==> src/rtl/pattern_resp_pkg.sv <==
// pattern_resp_pkg: shared FSM states, MISR polynomial taps and seed for the response compactor.
package pattern_resp_pkg;
  typedef enum logic [1:0] {IDLE, RUN, DONE} state_t;
  localparam int SIG_W_DEF = 16;
  localparam logic [SIG_W_DEF-1:0] MISR_TAPS = 16'hB400;
  localparam logic [SIG_W_DEF-1:0] SIG_SEED = 16'h0001;
endpackage

==> src/rtl/pattern_misr.sv <==
// pattern_misr: multiple-input signature register, Fibonacci feedback from TAPS, response XORed into the low bits.
module pattern_misr
  import pattern_resp_pkg::*;
#(
  parameter int SIG_W = SIG_W_DEF,
  parameter int RESP_W = 11,
  parameter logic [SIG_W-1:0] TAPS = SIG_W'(MISR_TAPS),
  parameter logic [SIG_W-1:0] SEED = SIG_W'(SIG_SEED)
) (
  input  logic              clk,
  input  logic              rst,
  input  logic              i_load_seed,
  input  logic              i_shift_en,
  input  logic [RESP_W-1:0] i_data,
  output logic [SIG_W-1:0]  o_sig
);
  always_ff @(posedge clk)
    if (rst) o_sig <= '0;
    else if (i_load_seed) o_sig <= SEED;
    else if (i_shift_en) o_sig <= {o_sig[SIG_W-2:0], ^(o_sig & TAPS)} ^ SIG_W'(i_data);
endmodule

==> src/rtl/pattern_resp_compactor.sv <==
// pattern_resp_compactor: start/busy/done window that compacts num_samples response vectors into a MISR signature.
// Define RESP_TOGGLE_CNT_EN to add the saturating toggle_cnt output.
module pattern_resp_compactor
  import pattern_resp_pkg::*;
#(
  parameter int RESP_W = 11,
  parameter int SIG_W = SIG_W_DEF,
  parameter int CNT_W = 16
) (
  input  logic              blif_clk_net,
  input  logic              blif_reset_net,
  input  logic              start,
  input  logic [CNT_W-1:0]  num_samples,
  input  logic              resp_valid,
  input  logic [RESP_W-1:0] resp_data,
  output logic              busy,
  output logic              done,
  output logic [SIG_W-1:0]  signature,
  output logic [CNT_W-1:0]  sample_cnt
`ifdef RESP_TOGGLE_CNT_EN
  ,
  output logic [CNT_W-1:0]  toggle_cnt
`endif
);
  state_t r_state, w_next;
  logic [CNT_W-1:0] r_num, r_cnt;
  logic w_go, w_accept, w_last;
  assign w_go = (r_state == IDLE) && start;
  assign w_accept = (r_state == RUN) && resp_valid;
  assign w_last = w_accept && (r_cnt + CNT_W'(1) == r_num);
  assign busy = r_state != IDLE;
  assign done = r_state == DONE;
  assign sample_cnt = r_cnt;
  always_ff @(posedge blif_clk_net)
    if (blif_reset_net) r_state <= IDLE;
    else r_state <= w_next;
  always_comb begin
    w_next = r_state;
    if (w_go) w_next = (num_samples == '0) ? DONE : RUN;
    else if (w_last) w_next = DONE;
    else if (r_state == DONE) w_next = IDLE;
  end
  always_ff @(posedge blif_clk_net)
    if (blif_reset_net) begin
      r_num <= '0;
      r_cnt <= '0;
    end else if (w_go) begin
      r_num <= num_samples;
      r_cnt <= '0;
    end else if (w_accept) r_cnt <= r_cnt + CNT_W'(1);
  pattern_misr #(.SIG_W(SIG_W), .RESP_W(RESP_W)) u_misr (
    .clk(blif_clk_net),
    .rst(blif_reset_net),
    .i_load_seed(w_go),
    .i_shift_en(w_accept),
    .i_data(resp_data),
    .o_sig(signature)
  );
`ifdef RESP_TOGGLE_CNT_EN
  logic [RESP_W-1:0] r_prev;
  logic [CNT_W-1:0] r_toggle;
  logic [CNT_W:0] w_sum;
  assign w_sum = {1'b0, r_toggle} + (CNT_W+1)'($countones(resp_data ^ r_prev));
  assign toggle_cnt = r_toggle;
  always_ff @(posedge blif_clk_net)
    if (blif_reset_net) begin
      r_prev <= '0;
      r_toggle <= '0;
    end else if (w_go) begin
      r_prev <= '0;
      r_toggle <= '0;
    end else if (w_accept) begin
      r_prev <= resp_data;
      r_toggle <= w_sum[CNT_W] ? '1 : w_sum[CNT_W-1:0];
    end
`endif
endmodule

==> config.mk <==
export PLATFORM = sky130hd
export DESIGN_NAME = pattern_resp_compactor
export DESIGN_NICKNAME = d
export VERILOG_FILES = /design/src/rtl/pattern_resp_pkg.sv /design/src/rtl/pattern_misr.sv /design/src/rtl/pattern_resp_compactor.sv
export SDC_FILE = /design/constraint.sdc
export NUM_CORES = 1
export LEC_CHECK = 0
export ABC_CLOCK_PERIOD_IN_PS = 2000
export BUFFER_PORTS_ARGS = -buffer_cell sky130_fd_sc_hd__buf_2
export CORE_MARGIN = 5
export CORE_UTILIZATION = 48
export DETAILED_ROUTE_END_ITERATION = 8
export PLACE_DENSITY = 0.76
export REMOVE_ABC_BUFFERS = 1
export SYNTH_ARGS = -nofsm -noshare
export SYNTH_HDL_FRONTEND = slang
export SYNTH_SLANG_ARGS = --single-unit
export TNS_END_PERCENT = 1
==> constraint.sdc <==
create_clock -name blif_clk_net -period 2 [get_ports blif_clk_net]
set_clock_uncertainty 0.05 [all_clocks]
set_input_delay 0.6 -clock blif_clk_net [delete_from_list [all_inputs] [get_ports blif_clk_net]]
set_output_delay 0.6 -clock blif_clk_net [all_outputs]
set_load 0.01 [all_outputs]
==> impl_metrics.tcl, run 1 <==
set metrics [dict create \
    status "complete, but fails checks" \
    violations "negative setup slack" \
    critPathCapture "r_state[1]$_SDFFE_PP0P_" \
    coreArea_um2 5405 \
    diodes 0 \
    p_int_uw 1530 \
    r2r_start "sample_cnt[0]$_SDFFE_PP0P_" \
    critPathKind "reg2reg" \
    dieArea_um2 7036 \
    drive_above_1_share_pct 32.43 \
    synthCells 319 \
    grt_pass1_wl_um 11010 \
    die_y_um 83.88 \
    fmax_ghz 0.4793 \
    synth_cell_types 44 \
    post-route-min-period_ns 2.086 \
    required_ns 2.19 \
    fillerInstances 467 \
    ys_seq_area_share_pct 38.20 \
    rsz0062_at_grt "true" \
    postRouteAntennaNets 0 \
    worstMarginPinSlew_ns 0.5950 \
    synth_edf_count 0 \
    wl_per_cell_um 14.42 \
    fp.dieW_um 83.88 \
    rows 27 \
    nNetsFinal 435 \
    first_global_vias 2441 \
    yosys_warnings 0 \
    layout_common_cells "buf_2, nand2_1, dfxtp_1, nor2_1, xnor2_1" \
    power_per_cell_area_nw_per_um2 604.6 \
    postSynthAreaPerCell_um2 8.213 \
    htreeDepth 2 \
    critPathMostFrequentCell "nand4_1" \
    grt_max_degree 36 \
    leakagePower_uw 0.001373 \
    seqCellArea_um2 1006 \
    rrSetupSlack_ns -0.09 \
    cts-buffers-inserted 5 \
    drc 0 \
    globalRouteTotalUtil_pct 18.86 \
    post-route-util_pct 63.22 \
    multi_input_area_um2 1638 \
    hpwl_um 4930 \
    slew-limit-headroom_pct 60.33 \
    peakVddDrop_uv 395.6 \
    viasPerCell 5.277 \
    place_inst 464 \
    grt-ovfl-total 0 \
    finalHoldViolCount 0 \
    power.switching_fraction_pct 25.94 \
    antenna_found_initial 0 \
    start_util_pct 48.47 \
    critical_path_arrival_ns 2.28 \
    root_buffer "clkbuf_8" \
    clock-sinks 50 \
    dp_slack_ns -0.1777 \
    cp-end-kind "flop" \
    numPortBuffers 64 \
    yosys_register_bits 50 \
    clkLatencyLatePin_ns 0.31 \
    place.gp.congestion 0.8187 \
    io_pins 65 \
    timing.hold.ws_ns 0.4245 \
    synth_ff_type "dfxtp_1" \
    hold_path_class "reg2reg" \
    r2r_end "r_state[1]$_SDFFE_PP0P_" \
    pwr-share-clk_pct 34.7 \
    power_frac_seq_pct 51.4 \
    layout_commonest_cell "buf_2" \
    crit_path_start "sample_cnt[0]$_SDFFE_PP0P_" \
    drt-total-wl_um 6866 \
    vias 2512 \
    finalNonFillerCells 476 \
    syn_area_um2 2620 \
    setup_viol 2 \
    combPwrFrac_pct 13.9 \
    post-route-period-util_pct 104.3 \
    drt_first_pass_iters 5 \
    switchingPower_uw 536.0 \
    clk_path_buf_depth 2 \
    cp.buffers_inverters 1 \
    syn_to_final_growth_pct 30.42 \
    final_max_slew_viol_count 0 \
    drt_iter0_markers 187 \
    critPathSlowestCell "dfxtp_2" \
    cts_tree "yes" \
    async_flop_share_pct 0 \
    cp.depth 8 \
    crit_family "simple AND/OR/NAND/NOR gates" \
    critPathMaxFanout 3 \
    setup_slack_ns -0.08629 \
    start_kind "flop" \
    cp_cell_sequence "ha_4 > nand4_1 > buf_4 > nor4_4 > xnor2_2 > nor4_2 > nand4_1 > a211oi_2" \
    reg2reg_depth 8 \
    drv_cap 0 \
    cp_slowest_stage_delay_ns 0.37 \
    path_clk_slew_ns 0.09 \
]
==> synth_stat cells, types with 3 or more instances <==
cell      number  area share (%)
or2_2          3            0.72
inv_1          3            0.43
nor3b_1        3            0.86
nor4_1         7             1.7
nor3_1         4            0.76
a211oi_1      11             3.2
nor2b_1        5             1.2
a21oi_1       27             5.2
nand4_1        7             1.7
and3_1         4            0.95
dfxtp_1       50              38
xor2_1        16             5.3
nand2_1       53             7.6
o21ai_0        3            0.57
nor2_1        35             5.0
clkbuf_1      11             1.6
nand3b_1       3            0.86
nand3_1        9             1.7
buf_4          4             1.1
xnor2_1       32              11
==> timing repair <==
action / 4_1_cts / 5_1_grt
hold buffers: 0 / 0
pin swaps: 9 / 6
buffers inserted: 3 / 1
gates resized for setup: 14 / 9
endpoints found under the setup margin: 2 / 2
==> power by group through the flow <==
stage | clock network (µW) | registers (µW) | logic [µW]
after global placement | 0 | 1080 | 264
after global routing | 774 | 1070 | 317
after floorplan | 0 | 1080 | 156
after detailed placement | 0 | 1080 | 269
after CTS | 731 | 1060 | 282
final | 717 | 1060 | 288
==> per-layer routing <==
layer | share of wire, % | global-route usage, %
met1 | 44 | 22.56
met2 | 47 | 32.18
met3 | 7.3 | 5.627
met4 | 1.9 | 6.140
met5 | 0 | 0
==> area by class of cell <==
cell class,instances,share of cell area [%]
Clock buffer,5,2.014
Clock inverter,3,1.318
Inverter,3,0.3295
Multi-Input combinational cell,249,47.93
Sequential cell,50,29.44
Tap cell,72,2.636
Timing Repair Buffer,94,16.33
==> sequential cells by signal (all words and copies together), names as in the netlist <==
signal	cells
r_state	2
r_num	16
sample_cnt	16
u_misr.o_sig	16
==> worst register-to-register path: cells and delay by family, from the launching register on <==
| family | cells | cell delay (ns) |
|---|---|---|
| AO/OA/AOI/OAI | 1 | 0.18 |
| XOR/XNOR | 1 | 0.12 |
| AND/OR/NAND/NOR | 4 | 0.90 |
| buffers and inverters | 1 | 0.23 |
| flip-flops | 1 | 0.37 |
| adder cells (fa/ha/maj) | 1 | 0.15 |
==> worst min path at each step <==
stage               slack [ns]                             to                           from  cells after the start
floorplan                 0.39         r_num[13]$_SDFFE_PP0P_         r_num[13]$_SDFFE_PP0P_                      2
global placement          0.40  u_misr.o_sig[15]$_SDFFE_PP0P_  u_misr.o_sig[14]$_SDFFE_PP0P_                      2
detailed placement        0.42  u_misr.o_sig[14]$_SDFFE_PP0P_  u_misr.o_sig[14]$_SDFFE_PP0P_                      2
CTS                       0.43  u_misr.o_sig[14]$_SDFFE_PP0P_  u_misr.o_sig[14]$_SDFFE_PP0P_                      2
global route              0.45         r_num[15]$_SDFFE_PP0P_         r_num[15]$_SDFFE_PP0P_                      2
finish                    0.42  u_misr.o_sig[14]$_SDFFE_PP0P_  u_misr.o_sig[14]$_SDFFE_PP0P_                      2
==> stage by stage <==
stage | power [µW] | TNS [ns] | cell area, µm²
4_1_cts | 2074 | 0 | 3347
5_1_grt | 2157 | -0.2892 | 3417
2_1_floorplan | 1238 | -5.858 | 2541
3_5_place_dp | 1353 | -0.2499 | 3162
3_3_place_gp | 1346 | -0.08493 | 3162
6_report | 2066 | -0.1375 | 3417
==> logic make-up (layout without fill, tap and decap cells) <==
logic type	Yosys count	count (layout)	synth area share (%)
adders and majority gates	1	1	0.4775
AOI/OAI and AO/OA	55	55	14.33
xor gates and xnor gates	48	48	16.05
buffers and inverters	20	105	3.439
and+or+nand+nor	142	142	26.22
DFF	50	50	38.20
muxes	3	3	1.289
Power figures use the tool's default switching activity.
==> run 2: changes to the inputs <==
--- a/config.mk
+++ b/config.mk
@@ -7,10 +7,12 @@
 export LEC_CHECK = 0
 export ABC_CLOCK_PERIOD_IN_PS = 2000
 export BUFFER_PORTS_ARGS = -buffer_cell sky130_fd_sc_hd__buf_2
+export CELL_PAD_IN_SITES_DETAIL_PLACEMENT = 0
+export CELL_PAD_IN_SITES_GLOBAL_PLACEMENT = 2
 export CORE_MARGIN = 5
-export CORE_UTILIZATION = 48
+export CORE_UTILIZATION = 27
 export DETAILED_ROUTE_END_ITERATION = 8
-export PLACE_DENSITY = 0.76
+export PLACE_DENSITY_LB_ADDON = 0.1
 export REMOVE_ABC_BUFFERS = 1
 export SYNTH_ARGS = -nofsm -noshare
 export SYNTH_HDL_FRONTEND = slang
==> impl_metrics.tcl, run 2 (synthesis gave the netlist of run 1 again) <==
set metrics [dict create \
    status "complete, no violations" \
    drt_first_pass_iters 4 \
    setup_viol 0 \
    r2r_start "sample_cnt[0]$_SDFFE_PP0P_" \
    critical_path_arrival_ns 2.16 \
    rrSetupSlack_ns 0.02 \
    htreeDepth 2 \
    numPortBuffers 64 \
    finalHoldViolCount 0 \
    start_kind "flop" \
    fmax_ghz 0.5041 \
    reg2reg_depth 7 \
    postRouteAntennaNets 0 \
    hpwl_um 5795 \
    vias 2514 \
    required_ns 2.18 \
    layout_common_cells "buf_2, nand2_1, dfxtp_1, buf_4, xnor2_1" \
    peakVddDrop_uv 226.6 \
    grt-ovfl-total 0 \
    cts_tree "yes" \
    whs_endpoint "u_misr.o_sig[12]$_SDFFE_PP0P_" \
    hold_path_class "reg2reg" \
    clock-sinks 50 \
    grt_pass1_wl_um 12450 \
    clkLatencyLatePin_ns 0.31 \
    power_frac_seq_pct 54.2 \
    min_from "u_misr.o_sig[11]$_SDFFE_PP0P_" \
    nNetsFinal 444 \
    pwr-share-clk_pct 30.0 \
    drive_above_1_share_pct 33.25 \
    wl_per_cell_um 14.20 \
    dieArea_um2 11770 \
    io_pins 65 \
    cts-buffers-inserted 5 \
    drc 0 \
    switchingPower_uw 544.9 \
    drt_iter0_markers 82 \
    globalRouteTotalUtil_pct 13.57 \
    post-route-util_pct 36.71 \
    viasPerCell 4.613 \
    cp-end-kind "flop" \
    critPathKind "reg2reg" \
    antenna_found_initial 0 \
    rows 36 \
    leakagePower_uw 0.001402 \
    coreArea_um2 9639 \
    place_area_um2 3298 \
    p_int_uw 1408 \
    grt_max_degree 32 \
    die_y_um 108.5 \
    post-route-min-period_ns 1.984 \
    final_max_slew_viol_count 0 \
    finalInstanceArea_um2 3538 \
    fp.dieW_um 108.5 \
    drt-total-wl_um 7739 \
    drv_cap 0 \
    slew-limit-headroom_pct 55.29 \
    syn_to_final_growth_pct 35.05 \
    path_clk_slew_ns 0.10 \
    start_util_pct 27.18 \
    first_global_vias 2483 \
    rsz0062_at_grt "true" \
    layout_commonest_cell "buf_2" \
    power_per_cell_area_nw_per_um2 551.8 \
    power.switching_fraction_pct 27.91 \
    timing.hold.ws_ns 0.4216 \
    clk_path_buf_depth 2 \
    worstMarginPinSlew_ns 0.6707 \
    combPwrFrac_pct 15.9 \
    critPathMaxFanout 3 \
    post-route-period-util_pct 99.18 \
    whs_path_depth 2 \
    r2r_end "r_state[1]$_SDFFE_PP0P_" \
    place.gp.congestion 0.7643 \
    diodes 0 \
    root_buffer "clkbuf_8" \
]
## run 2: changes by cell type in the layout (fill, tap and decap cells not counted), moves of 2 or more
cell / before / now
clkinvlp_4: 2 / 0
nor2_1: 32 / 30
clkbuf_1: 0 / 2
nor2_2: 3 / 5
buf_4: 29 / 37
## run 2: how the worst max path moves through the flow
stage	from	endpoint	cells past startpoint
4_1_cts	sample_cnt[0]$_SDFFE_PP0P_	r_state[1]$_SDFFE_PP0P_	7
6_report	sample_cnt[0]$_SDFFE_PP0P_	r_state[1]$_SDFFE_PP0P_	7
3_5_place_dp	sample_cnt[0]$_SDFFE_PP0P_	r_state[0]$_SDFFE_PP0P_	7
2_1_floorplan	resp_valid	sample_cnt[10]$_SDFFE_PP0P_	6
5_1_grt	sample_cnt[0]$_SDFFE_PP0P_	r_state[1]$_SDFFE_PP0P_	8
3_3_place_gp	sample_cnt[0]$_SDFFE_PP0P_	r_state[0]$_SDFFE_PP0P_	7
## run 2: area by class of cell
type / instances / area (µm²)
clock buffer: 7 / 76.32
fill: 1073 / 6101
inverter: 3 / 11.26
multi-input combinational: 249 / 1647
sequential: 50 / 1008
tap: 133 / 166.4
timing repair buffer: 103 / 629.4
## run 2: stage by stage
stage	TNS (ns)	power, µW	cells	setup slack (ns)
after detailed placement	-0.1566	1375	533	-0.1103
final	0	1953	545	0.01644
after floorplan	-5.858	1238	302	-0.5008
after CTS	-0.01091	1982	544	-0.01091
after global routing	-0.3761	2053	545	-0.1360
after global placement	-0.08168	1375	533	-0.06386
## run 2: power groups by stage
stage,Combinational (µW),Clock (µW),Sequential (µW)
6_report,310,585,1060
5_1_grt,343,646,1060
4_1_cts,306,618,1060
3_5_place_dp,294,0,1080
3_3_place_gp,293,0,1080
2_1_floorplan,156,0,1080
## run 2: metal layers
metal  routed length (µm)  GRT usage (%)  part of all wire (%)  up-vias
met5                    0              0                     0        -
met4                  107          3.697                   1.4        0
met3                  376          2.209                   4.9       10
met2                 3474          22.68                    45       67
met1                 3781          18.07                    49     1148
li1                     -              -                     -     1289
## run 2: what timing repair did
item	4_1_cts	5_1_grt
setup endpoints to repair	2	4
gates resized for setup	15	12
setup buffers	4	1
pin swaps	7	8
hold buffers	0	0
## run 2: critical path, stage by stage (launching register included)
cell and delay, ns:
dfxtp_4 0.37, ha_4 0.13, nand4_1 0.18, nor2_2 0.18, mux2_4 0.34, a2111oi_4 0.31, nand4_1 0.15, a211oi_2 0.18
==> run 3: changes to the inputs <==
--- a/config.mk
+++ b/config.mk
@@ -6,12 +6,13 @@
 export NUM_CORES = 1
 export LEC_CHECK = 0
 export ABC_CLOCK_PERIOD_IN_PS = 2000
-export BUFFER_PORTS_ARGS = -buffer_cell sky130_fd_sc_hd__buf_2
 export CELL_PAD_IN_SITES_DETAIL_PLACEMENT = 0
 export CELL_PAD_IN_SITES_GLOBAL_PLACEMENT = 2
+export CORE_ASPECT_RATIO = 1.2
 export CORE_MARGIN = 5
-export CORE_UTILIZATION = 27
+export CORE_UTILIZATION = 32
 export DETAILED_ROUTE_END_ITERATION = 8
+export DONT_BUFFER_PORTS = 1
 export PLACE_DENSITY_LB_ADDON = 0.1
 export REMOVE_ABC_BUFFERS = 1
 export SYNTH_ARGS = -nofsm -noshare
==> impl_metrics.tcl, run 3 (synthesis gave the netlist of run 1 again) <==
set metrics [dict create \
    setup_viol 1 \
    postRouteAntennaNets 0 \
    multi_input_area_um2 1630 \
    grt_max_degree 36 \
    final_max_slew_viol_count 0 \
    finalHoldViolCount 0 \
    setup_slack_ns -0.01047 \
    cp-end-kind "flop" \
    start_util_pct 32.50 \
    peakVddDrop_uv 245.4 \
    drt_first_pass_iters 4 \
    ctsHoldBuffers 0 \
    violations "negative setup slack" \
    status "complete, but fails checks" \
    critPathMaxFanout 7 \
    numPortBuffers 0 \
    power_per_cell_area_nw_per_um2 597.7 \
    rsz0062_at_grt "true" \
    die_y_um 109.1 \
    wl_per_cell_um 16.23 \
    path_clk_slew_ns 0.10 \
    grt-ovfl-total 0 \
    drt-total-wl_um 7289 \
    io_pins 65 \
    drt_iter0_markers 77 \
    dieArea_um2 10100 \
    clkLatencyLatePin_ns 0.30 \
    required_ns 2.19 \
    drv_cap 0 \
    nNetsFinal 385 \
    viasPerCell 5.040 \
    grt_pass1_wl_um 11760 \
    clk_path_buf_depth 2 \
    first_global_vias 2362 \
    rows 36 \
    post-route-util_pct 39.74 \
    post-route-min-period_ns 2.010 \
    use_met2_pct 25.51 \
    coreArea_um2 8063 \
    place_inst 436 \
    diodes 0 \
    worstMarginPinSlew_ns 0.6622 \
    top_usage_layer "met2" \
    globalRouteTotalUtil_pct 14.73 \
    clock-sinks 50 \
    htreeDepth 2 \
    antenna_found_initial 0 \
    critical_path_arrival_ns 2.20 \
    fmax_ghz 0.4974 \
    met3_usage_pct 4.210 \
    seqCellArea_um2 1006 \
    slew-limit-headroom_pct 55.85 \
    grtUsageMet1_pct 18.05 \
    syn_to_final_growth_pct 22.30 \
    layout_commonest_cell "nand2_1" \
    drive_above_1_share_pct 22.03 \
    leakagePower_uw 0.001138 \
    place.gp.congestion 0.7962 \
    fillerInstances 870 \
    hold_path_class "in2reg" \
    post-route-period-util_pct 100.5 \
    critPathKind "reg2reg" \
    layout_common_cells "nand2_1, dfxtp_1, buf_4, xnor2_1, nor2_1" \
    vias 2263 \
    hpwl_um 5416 \
    finalNonFillerCells 449 \
    timing.hold.ws_ns 0.2958 \
    fp.dieW_um 92.60 \
    drc 0 \
    cts-buffers-inserted 5 \
    cts_tree "yes" \
    start_kind "flop" \
    root_buffer "clkbuf_8" \
]
-- run 3: changes by cell type in the layout (fill, tap and decap cells not counted), moves of 2 or more --
| cell | previous run | this run |
|---|---|---|
| buf_2 | 64 | 0 |
| buf_4 | 37 | 42 |
| dfxtp_1 | 46 | 48 |
| dfxtp_2 | 3 | 1 |
-- run 3: worst paths after layout --
kind                                    from                 endpoint  slack, ns  cells after the start
hold / removal                blif_reset_net   r_num[13]$_SDFFE_PP0P_       0.30                      1
setup / recovery  sample_cnt[0]$_SDFFE_PP0P_  r_state[1]$_SDFFE_PP0P_      -0.01                      8
hold reg to reg        r_num[1]$_SDFFE_PP0P_    r_num[1]$_SDFFE_PP0P_       0.41                      2
setup reg to reg  sample_cnt[0]$_SDFFE_PP0P_  r_state[1]$_SDFFE_PP0P_      -0.01                      8
-- run 3: where the power goes --
part           switching (µW)  internal [µW]
Clock                     338            280
Combinational             133            101
Sequential               36.5           1030
Total                     507           1410
-- run 3: layout make-up --
class,instances,area share [%]
clock buffers,7,2.694
clock inverters,1,0.1562
inverters,3,0.3514
multi-input cells,249,50.88
flip-flops and latches,50,31.39
well taps,95,3.709
repair buffers,44,10.82
-- run 3: routing by layer --
metal / share of wire [%] / vias up / routed length (µm)
met2: 47 / 59 / 3461
met3: 6.3 / 5 / 457
li1: - / 1169 / -
met4: 0.93 / 0 / 68
met5: 0 / - / 0
met1: 45 / 1030 / 3301
-- run 3: timing repair --
action | CTS | global route
pin swaps | 8 | 4
gates resized for setup | 14 | 9
endpoints found under the setup margin | 2 | 6
buffers inserted | 5 | 0
-- run 3: critical path: stages, from the launching register on --
cell	delay [ns]
dfxtp_4	0.37
ha_4	0.16
nand4_1	0.20
buf_4	0.21
nor4_4	0.28
xnor2_2	0.11
nor4_2	0.22
nand4_1	0.15
a211oi_2	0.19
-- run 3: stage by stage --
step | power (µW) | setup WS, ns | area (µm²) | TNS [ns]
6_report | 1915 | -0.01047 | 3204 | -0.01047
4_1_cts | 1955 | -0.03991 | 3156 | -0.08082
5_1_grt | 2013 | -0.1717 | 3204 | -0.5184
3_3_place_gp | 1313 | -0.09333 | 2968 | -0.1696
3_5_place_dp | 1313 | -0.1954 | 2968 | -0.3680
2_1_floorplan | 1238 | -0.5008 | 2541 | -5.858
